===== src/rtl/intr_pkg.sv =====
// Shared definitions for the I/O interrupt controller: FSM states, default vectors
// and source count.
package intr_pkg;

  localparam int NUM_SRC = 4;

  localparam logic [9:0] SUB1 = 10'd984;
  localparam logic [9:0] SUB2 = 10'd994;
  localparam logic [9:0] SUB3 = 10'd1004;
  localparam logic [9:0] SUB4 = 10'd1014;

  typedef enum logic [1:0] {
    IDLE    = 2'd0,
    TAKE    = 2'd1,
    SERVICE = 2'd2
  } state_e;

endpackage


===== src/rtl/intr_prio_enc.sv =====
// Fixed-priority encoder: the lowest set request bit wins (iport1 highest priority).
module intr_prio_enc
  import intr_pkg::*;
(
  input  logic [NUM_SRC-1:0] req_i,
  output logic               valid_o,
  output logic [1:0]         idx_o
);

  // Scanning downward lets the lowest set bit make the final assignment.
  always_comb begin
    valid_o = 1'b0;
    idx_o   = 2'd0;
    for (int i = NUM_SRC - 1; i >= 0; i--) begin
      if (req_i[i]) begin
        valid_o = 1'b1;
        idx_o   = 2'(i);
      end
    end
  end

endmodule


===== src/rtl/intr_controller.sv =====
// Interrupt controller: rising-edge request capture, masking, fixed-priority selection,
// one-cycle jump strobe, non-nested service with an optional watchdog abort.
module intr_controller #(
  parameter logic [9:0]  SUB1    = intr_pkg::SUB1,
  parameter logic [9:0]  SUB2    = intr_pkg::SUB2,
  parameter logic [9:0]  SUB3    = intr_pkg::SUB3,
  parameter logic [9:0]  SUB4    = intr_pkg::SUB4,
  parameter int unsigned TIMEOUT = 256
) (
  input  logic       clk,
  input  logic       reset,
  input  logic       iport1,
  input  logic       iport2,
  input  logic       iport3,
  input  logic       iport4,
  input  logic       ien,
  input  logic       mask_we,
  input  logic [3:0] mask_in,
  input  logic       fin,
  output logic [9:0] dir,
  output logic       s_interrup,
  output logic       busy,
  output logic [1:0] src,
  output logic [3:0] pend,
  output logic       tmo_err,
  output logic [1:0] dbg_state
);

  import intr_pkg::*;

  localparam int unsigned WD_W = (TIMEOUT > 0) ? $clog2(TIMEOUT + 1) : 1;
  localparam logic [WD_W-1:0] WD_LAST = (TIMEOUT > 0) ? WD_W'(TIMEOUT - 1) : '0;

  state_e          state_q;
  logic [3:0]      pend_q, pend_d;
  logic [3:0]      mask_q;
  logic [3:0]      prev_q;
  logic [9:0]      dir_q;
  logic [1:0]      src_q;
  logic            strobe_q;
  logic            busy_q;
  logic            tmo_q;
  logic [WD_W-1:0] wd_q;

  logic [3:0] req_now, edge_w, elig, clr;
  logic       win_valid, take;
  logic [1:0] win_idx;
  logic [9:0] vec_sel;

  assign req_now = {iport4, iport3, iport2, iport1};
  assign edge_w  = req_now & ~prev_q;
  assign elig    = pend_q & mask_q & {4{ien}};

  intr_prio_enc u_prio_enc (
    .req_i   (elig),
    .valid_o (win_valid),
    .idx_o   (win_idx)
  );

  assign take = (state_q == IDLE) && win_valid;
  assign clr  = take ? (4'b0001 << win_idx) : 4'b0000;
  // A fresh edge on the winning source re-arms it, so set beats clear.
  assign pend_d = (pend_q & ~clr) | edge_w;

  always_comb begin
    case (win_idx)
      2'd0:    vec_sel = SUB1;
      2'd1:    vec_sel = SUB2;
      2'd2:    vec_sel = SUB3;
      default: vec_sel = SUB4;
    endcase
  end

  always_ff @(posedge clk or negedge reset) begin
    if (!reset) begin
      state_q  <= IDLE;
      pend_q   <= 4'h0;
      mask_q   <= 4'hF;
      prev_q   <= 4'h0;
      dir_q    <= 10'd0;
      src_q    <= 2'd0;
      strobe_q <= 1'b0;
      busy_q   <= 1'b0;
      tmo_q    <= 1'b0;
      wd_q     <= '0;
    end else begin
      prev_q   <= req_now;
      pend_q   <= pend_d;
      strobe_q <= 1'b0;
      if (mask_we) begin
        mask_q <= mask_in;
        tmo_q  <= 1'b0;
      end
      case (state_q)
        IDLE: begin
          if (win_valid) begin
            state_q  <= TAKE;
            src_q    <= win_idx;
            dir_q    <= vec_sel;
            strobe_q <= 1'b1;
            busy_q   <= 1'b1;
          end
        end
        TAKE: begin
          state_q <= SERVICE;
          wd_q    <= '0;
        end
        SERVICE: begin
          if (fin) begin
            state_q <= IDLE;
            dir_q   <= 10'd0;
            src_q   <= 2'd0;
            busy_q  <= 1'b0;
          end else if (TIMEOUT != 0 && wd_q == WD_LAST) begin
            // Abort wins over a same-cycle mask write so the error is never lost.
            state_q <= IDLE;
            dir_q   <= 10'd0;
            src_q   <= 2'd0;
            busy_q  <= 1'b0;
            tmo_q   <= 1'b1;
          end else if (TIMEOUT != 0) begin
            wd_q <= wd_q + 1'b1;
          end
        end
        default: state_q <= IDLE;
      endcase
    end
  end

  assign dir        = dir_q;
  assign s_interrup = strobe_q;
  assign busy       = busy_q;
  assign src        = src_q;
  assign pend       = pend_q;
  assign tmo_err    = tmo_q;
  assign dbg_state  = state_q;

endmodule

===== config.mk =====
export PLATFORM = sky130hd
export DESIGN_NAME = intr_controller
export DESIGN_NICKNAME = d
export VERILOG_FILES = /design/src/rtl/intr_pkg.sv /design/src/rtl/intr_prio_enc.sv /design/src/rtl/intr_controller.sv
export SDC_FILE = /design/constraint.sdc
export NUM_CORES = 1
export LEC_CHECK = 0
export CAP_MARGIN = 30
export CORE_MARGIN = 5
export CORE_UTILIZATION = 45
export DETAILED_ROUTE_END_ITERATION = 8
export GPL_ROUTABILITY_DRIVEN = 0
export GPL_TIMING_DRIVEN = 1
export MAX_ROUTING_LAYER = met4
export PLACE_DENSITY = 0.84
export SYNTH_ARGS = -nofsm -noshare
export SYNTH_HDL_FRONTEND = slang
export SYNTH_SLANG_ARGS = --single-unit

===== constraint.sdc =====
create_clock -name clk -period 5.3 [get_ports clk]
set_input_delay 1.06 -clock clk [delete_from_list [all_inputs] [get_ports clk]]
set_output_delay 1.06 -clock clk [all_outputs]
set_load 0.02 [all_outputs]

Word-level counts from Yosys, hierarchy flattened. Cells that the tools add are included.

Bitwise logic cells: 7. Add/subtract/negate cells: 1. Shift operators: 1. Eq/ne operators: 9. Reduce and logical (&&, ||, !) cells: 8. Muxes and demuxes: 33.

Operators with widths (count): $mux 10 (3); $pmux 10 s2 (1); $mux 9 (2); $pmux 6 s3 (1); $pmux 9 s2 (1); $and 4x4->4 (4); $mux 2 (8); $mux 1 (13); $add 9x1->9 const B (1); $eq 9x8->1 const B (1); $not 4->4 (2); $ne 2x2->1 const B (3); $pmux 2 s3 (1); $reduce_and 3->1 (2); $eq 2x1->1 const B (2); $eq 2x2->1 const B (2); $logic_not 2->1 (2); $mux 4 (1); $or 4x4->4 (1); $pmux 2 s2 (1); $reduce_bool 2->1 (2); $shl 1x2->4 const A (1); $ne 3x3->1 const B (1); $pmux 1 s2 (1); 2 further kinds (2).

Register bits after elaboration: 38. Bits of input ports: 13.

Logic depth before layout (Yosys ltp). Gate-level depths: netlist of the first run.

Word-level depth: 11. Mapped depth: 9.

Cells and area by module. A second synthesis of the first run with hierarchy kept.

Cell total of the unflattened synthesis: 154. Area total of the unflattened synthesis: 1660.3 um2.

By module, submodules not included: intr_controller (area an instance 1625.3 um2, cells an instance 147, instances 1, sequential area each 830.8 um2); intr_prio_enc (area an instance 35.0 um2, cells an instance 7, instances 1, sequential area each 0.0 um2).

Least setup slack after synthesis of the first run. No wires, ideal clock.

Kind: in2reg. Start point: input fin. End point: register wd_q[7]. Arrival: 2.017 ns. Data required time: 5.177 ns. Stages on the path: 5. Path slack: 3.160 ns. Library setup time: 0.123 ns. Path through: or4b_1 buf_6 nor2_4 nand4_1 mux2i_1.

Word-level cells in the longest chain between the ends: 2.

Ends and longest elaborated chain: start: declaration (RTL line intr_controller.sv:19) `input logic fin,`; $ne 2x2->1 (no source line); $reduce_and 3->1 (no source line); end signal: assignment (RTL line intr_controller.sv:122) `wd_q <= wd_q + 1'b1;`; end: declaration (RTL line intr_controller.sv:43) `logic [WD_W-1:0] wd_q;`.

Every way passes these cells. A chain may end at the register's enable or synchronous reset.

Worst setup path in the final report of the first run.
Start point: register state_q[1] (netlist: dbg_state[1]). End point: output dbg_state[1].

RTL lines: start: declaration (RTL line intr_controller.sv:34) `state_e state_q;`; start signal: assignment (RTL line intr_controller.sv:76) `state_q <= IDLE;`; start signal: assignment (RTL line intr_controller.sv:97) `state_q <= TAKE;`; start signal: assignment (RTL line intr_controller.sv:105) `state_q <= SERVICE;`; end: declaration (RTL line intr_controller.sv:26) `output logic [1:0] dbg_state`.

No word-level cell between the ends.

==> results by group, run 1 <==
Yosys
  • Synthesized flop and latch total: 32
  • Asr flop ratio synth: 1.00
  • Synth area leaders: dfrtp_1 (48%), dfstp_2 (7.1%), ha_1 (6.0%)
  • Cells after Synth: 133
  • Yosys cell types: 31
  • Most frequent cell after synthesis: dfrtp_1
  • Number of flops mapped to enable cells by yosys: 0
  • Number of synthesis warnings: 0
  • Syn Area/Cell: 11.1 µm²
  • Synth area leader: dfrtp_1
  • Yosys top cell area share: 0.477
  • Synthesized cell area: 1470 µm²
  • Post-synth top flop: dfrtp_1
  • Post-synth top cells: dfrtp_1 (28), nand2_1 (17), inv_1 (11)
  • Syn Nets: 153
  • Register area share after synthesis: 0.548

Timing
  • Slew Viols, Final: 0
  • Final period util: 0.471
  • Setup tns final: 0 ps
  • Worst Max-Slew Pin Slew: 519 ps
  • Final Hold Fails: 0
  • Rel. slew slack: 0.653
  • Worst hold slack: 481 ps
  • Fmax: 400 MHz
  • Clock skew: 2.16 ps
  • Unrepaired setup endpoints after global routing: false
  • Tmin final: 2500 ps
  • Final setup fails: 0

Floorplanning
  • Initial Util: 0.474
  • Die area: 4510 µm²
  • # IOs: 34
  • Die Ht: 67.2 µm
  • Row cnt: 20
  • Die W: 67.2 µm
  • CORE AREA: 3100 µm²

Power
  • VDD IR max: 0.237 mV
  • Sequential share of power: 0.424
  • Leak: 0.000855 µW
  • Pwr Density: 440 nW/µm²
  • Switching power: 301 µW
  • P_int: 516 µW
  • Switching share of power: 0.368
  • Clock Power Share: 0.174
  • Gate power share: 0.401

Setup path
  • CP startpoint kind: register
  • Setup Crit Path Kind: reg -> out
  • CP Capture Type: output port
  • CP top delay family: buffers and inverters
  • CP Buf/Inv Count: 1
  • R2R Setup Slk: 2840 ps
  • Reg-to-Reg Start: wd_q[0]
  • Worst endpoint required time: 4240 ps
  • Critical Path Slowest Stage Cell: clkdlybuf4s50_1
  • Critical R2R Capture: wd_q[3]
  • Critical path, cell by cell: clkdlybuf4s50_1
  • CP Max Fanout: 7
  • CP Data Arrival Time: 1440 ps
  • Reg2reg path depth: 8
  • Slowest stage delay, CP: 650 ps

Worst hold path
  • Hold Crit Start: wd_q[7]
  • Hold Crit Depth: 1
  • Worst min-delay path endpoint: wd_q[7]
  • Worst Hold Class: reg -> reg

Clock network
  • Inserted Clock Buffers: 5
  • Clock sinks: 32
  • H-tree Lvls: 2
  • Resized Gates After CTS: 0
  • Longest Clk Path Bufs: 2
  • Reg clk slew, reported paths: 90 ps
  • Root buf cell: clkbuf_4
  • Postcts setup bufs: 0
  • CTS Hold Bufs: 0
  • CTS tree: yes
  • Clock Latency Late Sink: 320 ps

Route
  • DRC: 0
  • Post-DR wirelength/cell: 14.4 µm
  • Total Wirelength: 3030 µm
  • Final ANT Viol Nets: 0
  • Via count: 1,097
  • Drt first-iter violations: 81
  • Drt via density: 5.20
  • TritonRoute pass-1 iters: 4

Global route
  • Remaining global-route overflow: 0
  • Global-route usage over all layers: 0.153
  • Largest net degree at the start of global routing: 33
  • Vias in the first global route: 1,123
  • First-pass GRT wire length: 5030 µm
  • Initial antenna violation count: 0

Run status
  • Outcome: finished, final reports clean

Layout
  • Ant diodes: 0
  • Design area: 1860 µm²
  • Area grow syn2layout: 26.2%
  • Layout cells sized above 1: 0.126
  • Reg area: 806 µm²
  • Final Util: 0.598
  • # fillers: 280
  • Multi-input logic area: 559 µm²
  • # nets final: 186

Run
  • Max Cap Violations: 0

Place
  • PortBufs: 32
  • Post-Place Cell Area: 1800 µm²
  • DP HPWL: 2330 µm
-- cell families after synthesis --
logic type | share of synthesized area
buffers and inverters | 0.0715
multiplexers | 0.0511
adder cells (fa/ha/maj) | 0.0596
AND/OR/NAND/NOR | 0.137
other | 0.00255
flip-flops | 0.548
AO/OA/AOI/OAI | 0.130
-- layout make-up --
class,instances,share of cell area
sequential,32,0.434
multi-input combinational,81,0.301
timing repair buffer,33,0.177
clock buffer,8,0.0317
tap,44,0.0297
inverter,13,0.0263
-- layout by cell type, fill, tap and decap left out, types with 4 or more instances in the layout --
cell type        Yosys  layout
o21ai_1              7       7
clkdlybuf4s50_1      0      32
o2bb2ai_1            4       4
nand3_1              5       5
nor2_1               6       6
a22o_1               6       6
mux2_2               4       4
clkbuf_4             0       5
nand4_1              4       4
inv_1               11      11
nand2_1             17      17
ha_1                 7       7
dfrtp_1             28      28
dfstp_2              4       4
-- metal layers --
layer,track usage,share of wire
met3,0.0549,0.053
met4,0.0354,0.0059
met1,0.188,0.43
met5,-,0
met2,0.243,0.51
-- registers in the layout, summed over array words and instances, names as in the netlist --
register / flops
src: 1
s_interrup: 1
prev_q: 4
dir: 6
wd_q: 9
mask_q: 4
dbg_state: 2
tmo_err: 1
pend: 4
-- metrics by stage --
stage          power [µW]  setup WS [ps]  cells
3_5_place_dp          683           2500    203
6_report              817           2800    211
5_1_grt               872           2710    211
3_3_place_gp          674           2580    203
4_1_cts               828           2770    211
2_1_floorplan         547           3160    133
-- worst max-delay path by stage --
stage	startpoint	endpoint	slack (ps)	depth (start not counted)
2_1_floorplan	fin	wd_q[7]	3160	5
3_3_place_gp	fin	wd_q[4]	2580	5
3_5_place_dp	fin	wd_q[3]	2500	5
4_1_cts	dbg_state[1]	dbg_state[1]	2770	1
5_1_grt	wd_q[0]	wd_q[2]	2710	8
6_report	dbg_state[1]	dbg_state[1]	2800	1
-- power by group through the flow --
stage                     clock network [µW]  logic [µW]  registers (µW)
after CTS                                147         332             348
final                                    142         328             347
after floorplan                            0         161             386
after global routing                     162         354             356
after global placement                     0         325             349
after detailed placement                   0         330             352
No activity file was read; power rests on OpenSTA's default activity.
==> run 2: changes to the inputs <==
Clock period 5.3 ns to 2.5 ns, I/O delays scaled along.
==> results by group, run 2 (synthesis results as in run 1) <==
Run status
  • Outcome: finished, final reports clean

Global route
  • Initial antenna violation count: 0
  • Global-route usage over all layers: 0.163
  • Vias in the first global route: 1,146
  • First-pass GRT wire length: 5350 µm
  • Largest net degree at the start of global routing: 33
  • Remaining global-route overflow: 0

Place
  • Setup WS pre-CTS: 124 ps
  • Post-Place Cell Area: 1800 µm²
  • DP HPWL: 2370 µm
  • PortBufs: 32

Layout
  • # nets final: 187
  • Largest register by flop count: wd_q
  • Commonest non-fill, non-tap cells in the layout: clkdlybuf4s50_1 (32), dfrtp_1 (28), nand2_1 (17)
  • Layout cells sized above 1: 0.144
  • Most common cell after layout, fill and taps aside: clkdlybuf4s50_1
  • Number of flip-flops in the largest register: 9
  • Ant diodes: 0
  • Design area: 1870 µm²
  • Area grow syn2layout: 27.4%

Route
  • Total Wirelength: 3100 µm
  • TritonRoute pass-1 iters: 4
  • Post-DR wirelength/cell: 14.7 µm
  • Via count: 1,071
  • Drt first-iter violations: 64
  • Final ANT Viol Nets: 0
  • DRC: 0
  • Drt via density: 5.08

Setup path
  • CP startpoint kind: register
  • CP Data Arrival Time: 2450 ps
  • Critical Path Slowest Stage Cell: or4b_4
  • CP Max Fanout: 9
  • Worst endpoint required time: 2700 ps
  • CP most frequent cell: ha_1
  • Critical path, cell by cell: ha_1, nand3_1, nor2_1, ha_1, or4b_4, nor2_4, nand4_1, mux2i_1
  • CP top delay family: simple AND/OR/NAND/NOR gates
  • Slowest stage delay, CP: 600 ps
  • CP Depth: 8
  • Reg2reg path depth: 8
  • CP Capture Type: register
  • Setup Crit Path Kind: reg -> reg
  • CP Buf/Inv Count: 0

Timing
  • Setup tns final: 0 ps
  • PnR worst setup slack: 251 ps
  • Fmax: 445 MHz
  • Final Hold Fails: 0
  • Tmin final: 2250 ps
  • Final period util: 0.900
  • Worst hold slack: 498 ps
  • Slew Viols, Final: 0
  • Final setup fails: 0
  • Clock skew: 9.52 ps
  • Unrepaired setup endpoints after global routing: false

Clock network
  • Clock Latency Late Sink: 320 ps
  • Resized Gates After CTS: 0
  • H-tree Lvls: 2
  • CTS Hold Bufs: 0
  • Reg clk slew, reported paths: 90 ps
  • Inserted Clock Buffers: 5
  • Longest Clk Path Bufs: 2
  • Postcts setup bufs: 0
  • Clock sinks: 32
  • Root buf cell: clkbuf_4
  • CTS tree: yes

Floorplanning
  • CORE AREA: 3100 µm²
  • # IOs: 34
  • Die area: 4510 µm²
  • Row cnt: 20
  • Die Ht: 67.2 µm
  • Die W: 67.2 µm
  • Initial Util: 0.474

Power
  • VDD IR max: 0.582 mV
  • Leak: 0.000867 µW
  • Power Total: 1770 µW
  • Pwr Density: 943 nW/µm²

Worst hold path
  • Hold Crit Depth: 1
  • Worst Hold Class: reg -> reg

Run
  • Max Cap Violations: 0
## run 2: cell count changes in the layout (fill, tap and decap cells not counted)
cell and delta:
clkbuf_1 -2, or4b_1 -1, buf_4 +1, clkbuf_8 +1
or4b_4 +1
## run 2: per-layer routing
metal / wire [µm] / vias to the layer above / global-route usage / part of all wire
met4: 20 / 0 / 0.0405 / 0.0064
met2: 1620 / 28 / 0.275 / 0.52
li1: - / 519 / - / -
met1: 1290 / 520 / 0.180 / 0.42
met5: 0 / - / - / 0
met3: 164 / 4 / 0.0666 / 0.053
## run 2: per-stage QoR
step           cells   util
5_1_grt          211  0.604
3_5_place_dp     204  0.581
6_report         211  0.604
4_1_cts          211  0.602
3_3_place_gp     204  0.581
2_1_floorplan    133      -
## run 2: path summary, 6_finish.rpt
kind                          from   endpoint  slack (ps)
max                        wd_q[0]    wd_q[7]         250
min                        wd_q[7]    wd_q[7]         500
max reg2reg                wd_q[0]    wd_q[7]         250
min reg2reg                wd_q[7]    wd_q[7]         500
max in group asynchronous    reset  mask_q[0]        1620
min in group asynchronous    reset    wd_q[3]         550
## run 2: final cells by class
cell class                      instances  area [µm²]
Clock buffer                            7        65.1
Sequential cell                        32         806
Inverter                               13        48.8
Fill cell                             285        1230
Timing Repair Buffer                   34         335
Multi-Input combinational cell         81         563
Tap cell                               44        55.1
## run 2: report_power, final
group | internal (µW) | switching [µW]
Sequential | 627 | 109
Clock | 159 | 161
Combinational | 338 | 372
Total | 1120 | 642
## run 2: worst reg2reg max path, delay by kind of cell, from the launching register on
kind / cells / cell delay [ps]
AND/OR/NAND/NOR: 5 / 1070
flip-flops: 1 / 450
multiplexers: 1 / 140
adder cells (fa/ha/maj): 2 / 480
